## config.mk

```make
export PLATFORM = sky130hd
export DESIGN_NAME = instr_fetch
export DESIGN_NICKNAME = d
export VERILOG_FILES = /design/src/rtl/instr_fetch_pkg.sv /design/src/rtl/fetch_skid.sv /design/src/rtl/instr_fetch.sv
export SDC_FILE = /design/constraint.sdc
export NUM_CORES = 1
export LEC_CHECK = 0
export BUFFER_PORTS_ARGS = -buffer_cell sky130_fd_sc_hd__buf_2
export CAP_MARGIN = 5
export CORE_MARGIN = 4
export CORE_UTILIZATION = 49
export DETAILED_ROUTE_END_ITERATION = 16
export PLACE_DENSITY = 0.73
export SYNTH_ARGS = -nofsm -noshare
export SYNTH_HDL_FRONTEND = slang
export SYNTH_SLANG_ARGS = --single-unit
```

## constraint.sdc

```tcl
create_clock -name clk_i -period 2 [get_ports clk_i]
set_clock_uncertainty 0.2 [all_clocks]
set_input_delay 0.1 -clock clk_i [delete_from_list [all_inputs] [get_ports clk_i]]
set_output_delay 0.1 -clock clk_i [all_outputs]
set_load 0.01 [all_outputs]
```

## src/rtl/instr_fetch_pkg.sv

```systemverilog
// Shared defaults and types for the instruction fetch stage.
// Widths here match the default ROM geometry; the fetch modules take them as parameter defaults.
package instr_fetch_pkg;

    localparam int DEFAULT_DATA_WIDTH = 32;
    localparam int DEFAULT_ADDR_WIDTH = 6;
    localparam int DEFAULT_RESET_PC   = 0;

    typedef struct packed {
        logic [DEFAULT_DATA_WIDTH-1:0] instr;
        logic [DEFAULT_ADDR_WIDTH-1:0] pc;
    } fetch_bundle_t;

endpackage

```

## src/rtl/fetch_skid.sv

```systemverilog
// One-entry holding buffer that catches the ROM word arriving while decode is stalled.
// Flush beats load, load beats drain.
module fetch_skid
    import instr_fetch_pkg::*;
#(
    parameter int WIDTH = DEFAULT_DATA_WIDTH + DEFAULT_ADDR_WIDTH
) (
    input  logic             clk_i,
    input  logic             rst_ni,
    input  logic             flush_i,
    input  logic             load_i,
    input  logic             drain_i,
    input  logic [WIDTH-1:0] data_i,
    output logic             valid_o,
    output logic [WIDTH-1:0] data_o
);

    logic             valid_q, valid_d;
    logic [WIDTH-1:0] data_q, data_d;

    always_comb begin
        valid_d = valid_q;
        data_d  = data_q;
        if (flush_i) begin
            valid_d = 1'b0;
        end else if (load_i) begin
            valid_d = 1'b1;
            data_d  = data_i;
        end else if (drain_i) begin
            valid_d = 1'b0;
        end
    end

    always_ff @(posedge clk_i or negedge rst_ni) begin
        if (!rst_ni) begin
            valid_q <= 1'b0;
            data_q  <= '0;
        end else begin
            valid_q <= valid_d;
            data_q  <= data_d;
        end
    end

    assign valid_o = valid_q;
    assign data_o  = data_q;

endmodule

```

## src/rtl/instr_fetch.sv

```systemverilog
// Fetch stage in front of a 1-cycle synchronous instruction ROM: owns the PC,
// absorbs the ROM latency and hands decode a registered instruction with valid/stall.
module instr_fetch
    import instr_fetch_pkg::*;
#(
    parameter int DATA_WIDTH = DEFAULT_DATA_WIDTH,
    parameter int ADDR_WIDTH = DEFAULT_ADDR_WIDTH,
    parameter int RESET_PC   = DEFAULT_RESET_PC
) (
    input  logic                  clk_i,
    input  logic                  rst_ni,
    input  logic                  stall_i,
    input  logic                  branch_taken_i,
    input  logic [ADDR_WIDTH-1:0] branch_target_i,
    input  logic                  halt_i,
    output logic [ADDR_WIDTH-1:0] rom_addr_o,
    input  logic [DATA_WIDTH-1:0] rom_q_i,
    output logic [DATA_WIDTH-1:0] instr_o,
    output logic [ADDR_WIDTH-1:0] instr_pc_o,
    output logic                  instr_valid_o
);

    localparam int SKID_WIDTH = DATA_WIDTH + ADDR_WIDTH;

    logic [ADDR_WIDTH-1:0] fetchPc_q, fetchPc_d;
    logic                  reqValid_q, reqValid_d;
    logic [ADDR_WIDTH-1:0] reqPc_q, reqPc_d;
    logic [DATA_WIDTH-1:0] instr_q, instr_d;
    logic [ADDR_WIDTH-1:0] instrPc_q, instrPc_d;
    logic                  instrValid_q, instrValid_d;

    logic                  loadIr;
    logic                  issue;
    logic                  skidValid;
    logic                  skidLoad;
    logic                  skidDrain;
    logic                  skidFlush;
    logic [SKID_WIDTH-1:0] skidData;
    logic [DATA_WIDTH-1:0] skidInstr;
    logic [ADDR_WIDTH-1:0] skidPc;

    assign loadIr = ~instrValid_q | ~stall_i;
    // Blocking issue while the skid is full keeps at most one word in flight.
    assign issue  = ~halt_i & ~skidValid & ~(instrValid_q & stall_i);

    assign {skidInstr, skidPc} = skidData;

    fetch_skid #(
        .WIDTH(SKID_WIDTH)
    ) u_skid (
        .clk_i  (clk_i),
        .rst_ni (rst_ni),
        .flush_i(skidFlush),
        .load_i (skidLoad),
        .drain_i(skidDrain),
        .data_i ({rom_q_i, reqPc_q}),
        .valid_o(skidValid),
        .data_o (skidData)
    );

    always_comb begin
        fetchPc_d    = fetchPc_q;
        reqValid_d   = 1'b0;
        reqPc_d      = reqPc_q;
        instr_d      = instr_q;
        instrPc_d    = instrPc_q;
        instrValid_d = instrValid_q;
        skidLoad     = 1'b0;
        skidDrain    = 1'b0;
        skidFlush    = 1'b0;

        if (branch_taken_i) begin
            fetchPc_d    = branch_target_i;
            skidFlush    = 1'b1;
            instrValid_d = 1'b0;
        end else begin
            reqValid_d = issue;
            if (issue) begin
                reqPc_d   = fetchPc_q;
                fetchPc_d = fetchPc_q + ADDR_WIDTH'(1);
            end

            // The skid always holds the oldest word, so it drains before any ROM data.
            if (skidValid) begin
                if (loadIr) begin
                    instr_d      = skidInstr;
                    instrPc_d    = skidPc;
                    instrValid_d = 1'b1;
                    skidDrain    = 1'b1;
                end
            end else if (reqValid_q && loadIr) begin
                instr_d      = rom_q_i;
                instrPc_d    = reqPc_q;
                instrValid_d = 1'b1;
            end else if (reqValid_q) begin
                skidLoad = 1'b1;
            end else if (loadIr) begin
                instrValid_d = 1'b0;
            end
        end
    end

    always_ff @(posedge clk_i or negedge rst_ni) begin
        if (!rst_ni) begin
            fetchPc_q    <= ADDR_WIDTH'(RESET_PC);
            reqValid_q   <= 1'b0;
            reqPc_q      <= '0;
            instr_q      <= '0;
            instrPc_q    <= '0;
            instrValid_q <= 1'b0;
        end else begin
            fetchPc_q    <= fetchPc_d;
            reqValid_q   <= reqValid_d;
            reqPc_q      <= reqPc_d;
            instr_q      <= instr_d;
            instrPc_q    <= instrPc_d;
            instrValid_q <= instrValid_d;
        end
    end

    assign rom_addr_o    = fetchPc_q;
    assign instr_o       = instr_q;
    assign instr_pc_o    = instrPc_q;
    assign instr_valid_o = instrValid_q;

endmodule

```

Word level (Yosys, flattened, before mapping)

Index checks and enable logic that the tools add are counted.

Word-level logic and storage cells: 58
Input bits: 43
Register bits: 91
Output and inout port bits: 45

Add/sub/neg operators: 1
Eq/ne operators: 3
Bitwise logic cells: 11
Muxes and demuxes: 26
Reduce and logical (&&, ||, !) cells: 9

Operator list:

| kind                  | number |
|---|---|
| $mux W32              | 3 |
| $mux W6               | 5 |
| $mux W1               | 18 |
| $not A1 Y1            | 7 |
| $add A6 B1 Y6 const B | 1 |
| $reduce_and A3 Y1     | 2 |
| $reduce_bool A3 Y1    | 2 |
| $ne A4 B2 Y1 const B  | 1 |
| $reduce_and A2 Y1     | 2 |
| $reduce_bool A2 Y1    | 2 |
| $and A1 B1 Y1         | 3 |
| $ne A3 B3 Y1 const B  | 1 |
| $ne A2 B2 Y1 const B  | 1 |
| $logic_and A1 B1 Y1   | 1 |
| $or A1 B1 Y1          | 1 |

Longest topological paths before layout

Word-level depth: 8
Depth in mapped cells: 6
Mapped depth without buffers: 4

By module

A second synthesis with hierarchy kept.

Cell total of the unflattened synthesis: 270
Area, all modules: 4112.7 um2

By module, submodules not included:

| module      | cells each | area each (um2) | sequential area each (um2) | instances |
|---|---|---|---|---|
| instr_fetch | 185        | 2546.2          | 1301.2                     | 1 |
| fetch_skid  | 85         | 1566.5          | 975.9                      | 1 |

Worst setup path after synthesis

No wires, ideal clock.

Kind: register to register
Start: reg instrValid_q (netlist: instr_valid_o)
End: reg u_skid.data_q[17] (netlist: u_skid.data_o[17])
Path buffers: 2
Data required time: 1.675 ns
Stages on the path, launching flop included: 6
Slack: 0.047 ns
Arrival time: 1.628 ns
Library setup time: 0.125 ns
Clock period less this slack: 1.953 ns
Cell sequence: dfrtp_1 > nand2_1 > or4b_4 > buf_6 > buf_6 > mux2_4

Word-level cells in the longest chain between the ends: 7

Ends and longest elaborated chain:

| item                               | RTL line           | text |
|---|---|---|
| from (decl)                        | instr_fetch.sv:30  | `logic instrValid_q, instrValid_d;` |
| from (signal assigned)             | instr_fetch.sv:117 | `instrValid_q <= instrValid_d;` |
| $not A1 Y1                         | instr_fetch.sv:42  | `assign loadIr = ~instrValid_q \| ~stall_i;` |
| $or A1 B1 Y1                       | instr_fetch.sv:42  |  |
| $logic_and A1 B1 Y1                | instr_fetch.sv:91  | `end else if (reqValid_q && loadIr) begin` |
| $mux W1                            | instr_fetch.sv:91  |  |
| $mux W1                            | instr_fetch.sv:84  | `if (skidValid) begin` |
| $mux W1                            | instr_fetch.sv:72  | `if (branch_taken_i) begin` |
| $reduce_and A2 Y1 (no source line) | n/a                |  |
| to (signal assigned)               | fetch_skid.sv:40   | `data_q <= data_d;` |
| to (decl)                          | fetch_skid.sv:19   | `logic [WIDTH-1:0] data_q, data_d;` |

No other way between the ends.
A chain may end at the register's enable or synchronous reset.

Final worst setup path

Start: in stall_i
End: reg u_skid.data_q[28] (netlist: u_skid.data_o[28])

Word-level cells in the longest chain between the ends: 7

Ends and longest elaborated chain:

| item                               | RTL line          | text |
|---|---|---|
| from (decl)                        | instr_fetch.sv:12 | `input logic stall_i,` |
| $not A1 Y1                         | instr_fetch.sv:42 |  |
| $or A1 B1 Y1                       | instr_fetch.sv:42 |  |
| $logic_and A1 B1 Y1                | instr_fetch.sv:91 |  |
| $mux W1                            | instr_fetch.sv:91 |  |
| $mux W1                            | instr_fetch.sv:84 |  |
| $mux W1                            | instr_fetch.sv:72 |  |
| $reduce_and A2 Y1 (no source line) | n/a               |  |

No other way between the ends.

==> impl_metrics.yaml <==
sta:
  period_needed_ns: 1.92
  clock.fmax_ghz: 0.520
  finalCritPeriodShare: 0.961
  final.setup.worst_slack_ns: 0.0778
  worstMarginPinSlew_ns: 0.676
  drv_slew: 0
  setup_tns_ns: 0
  slew_headroom: 0.548
  finalHoldViolations: 0
  setup_viol: 0
  grt_setup_unrepaired: "false"
final_layout:
  drive_gt1_frac: 0.579
  area_delta_synth_final_pct: 31.5
  n_antenna_cell: 0
  post-route-util: 0.675
  layout.nets: 448
  final_area_um2: 5290
route:
  drt_iter0_markers: 47
  routed_wl_um: 8000
  first_pass_iters: 4
  vias: 2598
  vias_per_cell: 5.08
  route.detailed.drc: 0
  wire_per_inst_um: 15.6
  postRouteAntennaNets: 0
yosys:
  ys_seq_elements: 91
  post_synth.cell_area_avg_um2: 15.3
  yosysWarnings: 0
  syn_nets: 307
  ys_seq_area_frac: 0.566
  yosysMostFrequentCell: "mux2_2"
  synth_largest_area_cell: "dfrtp_1"
  ys.flop_type: "dfrtp_1"
  synth_edf_count: 0
  synth_area_leaders: "dfrtp_1 57%, mux2_2 28%, mux2_4 7.5%"
  synthArstFlopShare: 1.00
  synth_top_area_frac: 0.566
  synth_cell_type_count: 27
  synth_area_um2: 4030
  yosys-top-cells-count: "100 x mux2_2, 91 x dfrtp_1, 20 x mux2_4"
  netlist_instances: 263
outcome:
  status: "complete, no violations"
critical_path:
  worst_ep_required_time_ns: 2.03
  critPathMaxFanout: 38
  rrSetupSlack_ns: 0.11
  r2r-start: "instr_valid_o"
  crit_arrival_ns: 1.95
  endpoint_kind: "register"
  rr_worst_depth: 4
  reg2reg_to: "reqPc_q[1]"
  critPathKind: "primary input to register"
  startpoint_type: "primary input"
die:
  pin_count: 88
  fp.coreArea_um2: 7850
  die-area_um2: 9730
  start_util: 0.513
  row_count: 32
  fp.dieW_um: 98.6
  die_height_um: 98.6
power_and_ir_drop:
  leakage_nw: 2.53
  intPower_mw: 3.39
  pwr_density_cell_nw_per_um2: 875
  vdd_drop_max_v: 0.000514
  switching_power_mw: 1.24
  pwr-share-seq: 0.522
  power_frac_comb: 0.227
  swShare: 0.268
  clockPowerShare: 0.251
placed_design:
  gp_congestion: 0.714
  dp_slack_ns: 0.129
  io_buffers: 87
  place_area_um2: 4620
  hpwl_um: 5270
cts:
  cts.path.max_buffers: 2
  clkLatencyLatePin_ns: 0.34
  tritoncts: "yes"
  cts_buffers: 9
  clk_pin_slew_worst_paths_ns: 0.08
  cts.repair.resized: 0
  cts_num_sinks: 91
  hold_buffers: 48
  post_cts_buffers: 0
  cts_htree_levels: 3
  clockRootBuffer: "clkbuf_8"
global_routing:
  grt_pass1_vias: 2809
  grt-ovfl-total: 0
  grt_pass1_wl_um: 13700
  grt_max_degree: 52
  grtUsageTotal: 0.174
  antenna_found_initial: 0
worst_hold_path:
  hold_path.class: "primary input to asynchronous set/reset pin"
job:
  cap_violations: 0
-- how the worst max path moves through the flow --
| stage | from | endpoint | slack [ns] | cells after the start |
|---|---|---|---|---|
| floorplan | instr_valid_o | u_skid.data_o[17] | 0.05 | 5 |
| global placement | instr_valid_o | reqPc_q[3] | 0.16 | 4 |
| detailed placement | instr_valid_o | reqPc_q[1] | 0.13 | 4 |
| CTS | stall_i | u_skid.data_o[36] | 0.1 | 6 |
| global route | stall_i | u_skid.data_o[28] | 0.02 | 6 |
| finish | stall_i | u_skid.data_o[28] | 0.08 | 6 |
-- metal layers --
layer / up-vias / track usage / share of wire / wire length [µm]
li1: 1227 / - / - / -
met1: 1303 / 0.240 / 0.47 / 3730
met2: 64 / 0.278 / 0.48 / 3800
met3: 4 / 0.0517 / 0.052 / 416
met4: 0 / 0.0357 / 0.0060 / 48
met5: - / 0 / 0 / 0
-- placed cells by master (no fill, tap or decap), types with 3 or more instances in the layout --
| cell | Yosys | layout |
|---|---|---|
| mux2_2 | 100 | 100 |
| nand3_1 | 5 | 5 |
| buf_12 | 0 | 3 |
| nand2_1 | 5 | 5 |
| nor2_1 | 3 | 3 |
| buf_4 | 2 | 8 |
| or4_1 | 3 | 3 |
| buf_2 | 5 | 86 |
| clkbuf_8 | 0 | 12 |
| mux2_4 | 20 | 20 |
| clkinv_2 | 0 | 3 |
| dlygate4sd3_1 | 0 | 48 |
| dfrtp_1 | 91 | 90 |
-- per-stage QoR --
stage / std cells / hold slack (ns) / power [mW]
after floorplan: 263 / -0.396 / 3.00
after global placement: 447 / -0.222 / 3.40
after detailed placement: 447 / -0.219 / 3.45
after CTS: 511 / 0.114 / 4.70
after global routing: 511 / 0.137 / 4.91
final: 511 / 0.110 / 4.63
-- power groups by stage --
stage | combinational (mW) | clock [mW] | sequential, mW
after detailed placement | 0.995 | 0 | 2.45
final | 1.05 | 1.16 | 2.42
after floorplan | 0.481 | 0 | 2.52
after global routing | 1.15 | 1.28 | 2.47
after global placement | 0.965 | 0 | 2.43
after CTS | 1.07 | 1.21 | 2.42
-- worst max-delay path, stage by stage --
cell	delay, ns
dlygate4sd3_1	0.51
buf_2	0.15
nand2_1	0.09
or4b_4	0.53
buf_12	0.21
mux2_4	0.32
-- cells by family (layout without fill, tap and decap cells) --
logic type / count (synthesis) / in the layout / synth area share
fa+ha+maj: 1 / 1 / 0.00311
compound gates: 12 / 12 / 0.0202
flops: 91 / 91 / 0.566
buf+inv: 17 / 163 / 0.0249
xor+xnor: 1 / 1 / 0.00218
mux: 121 / 121 / 0.357
simple gates: 20 / 20 / 0.0270
-- flip-flops by register name, summed over array words and instances, names as in the netlist --
signal and count:
instr_o 32, reqPc_q 6, rom_addr_o 6, instr_pc_o 6, u_skid.valid_o 1, reqValid_q 1, instr_valid_o 1, u_skid.data_o 38
-- cell type report --
| cell class | instances | area [µm²] |
|---|---|---|
| clock buffers | 12 | 165 |
| well taps | 102 | 128 |
| inverters | 2 | 7.51 |
| flip-flops and latches | 91 | 2280 |
| clock inverters | 4 | 23.8 |
| multi-input cells | 155 | 1660 |
| fillers | 595 | 2550 |
| repair buffers | 145 | 1030 |
Note: power is estimated with default switching activity, not from simulation.
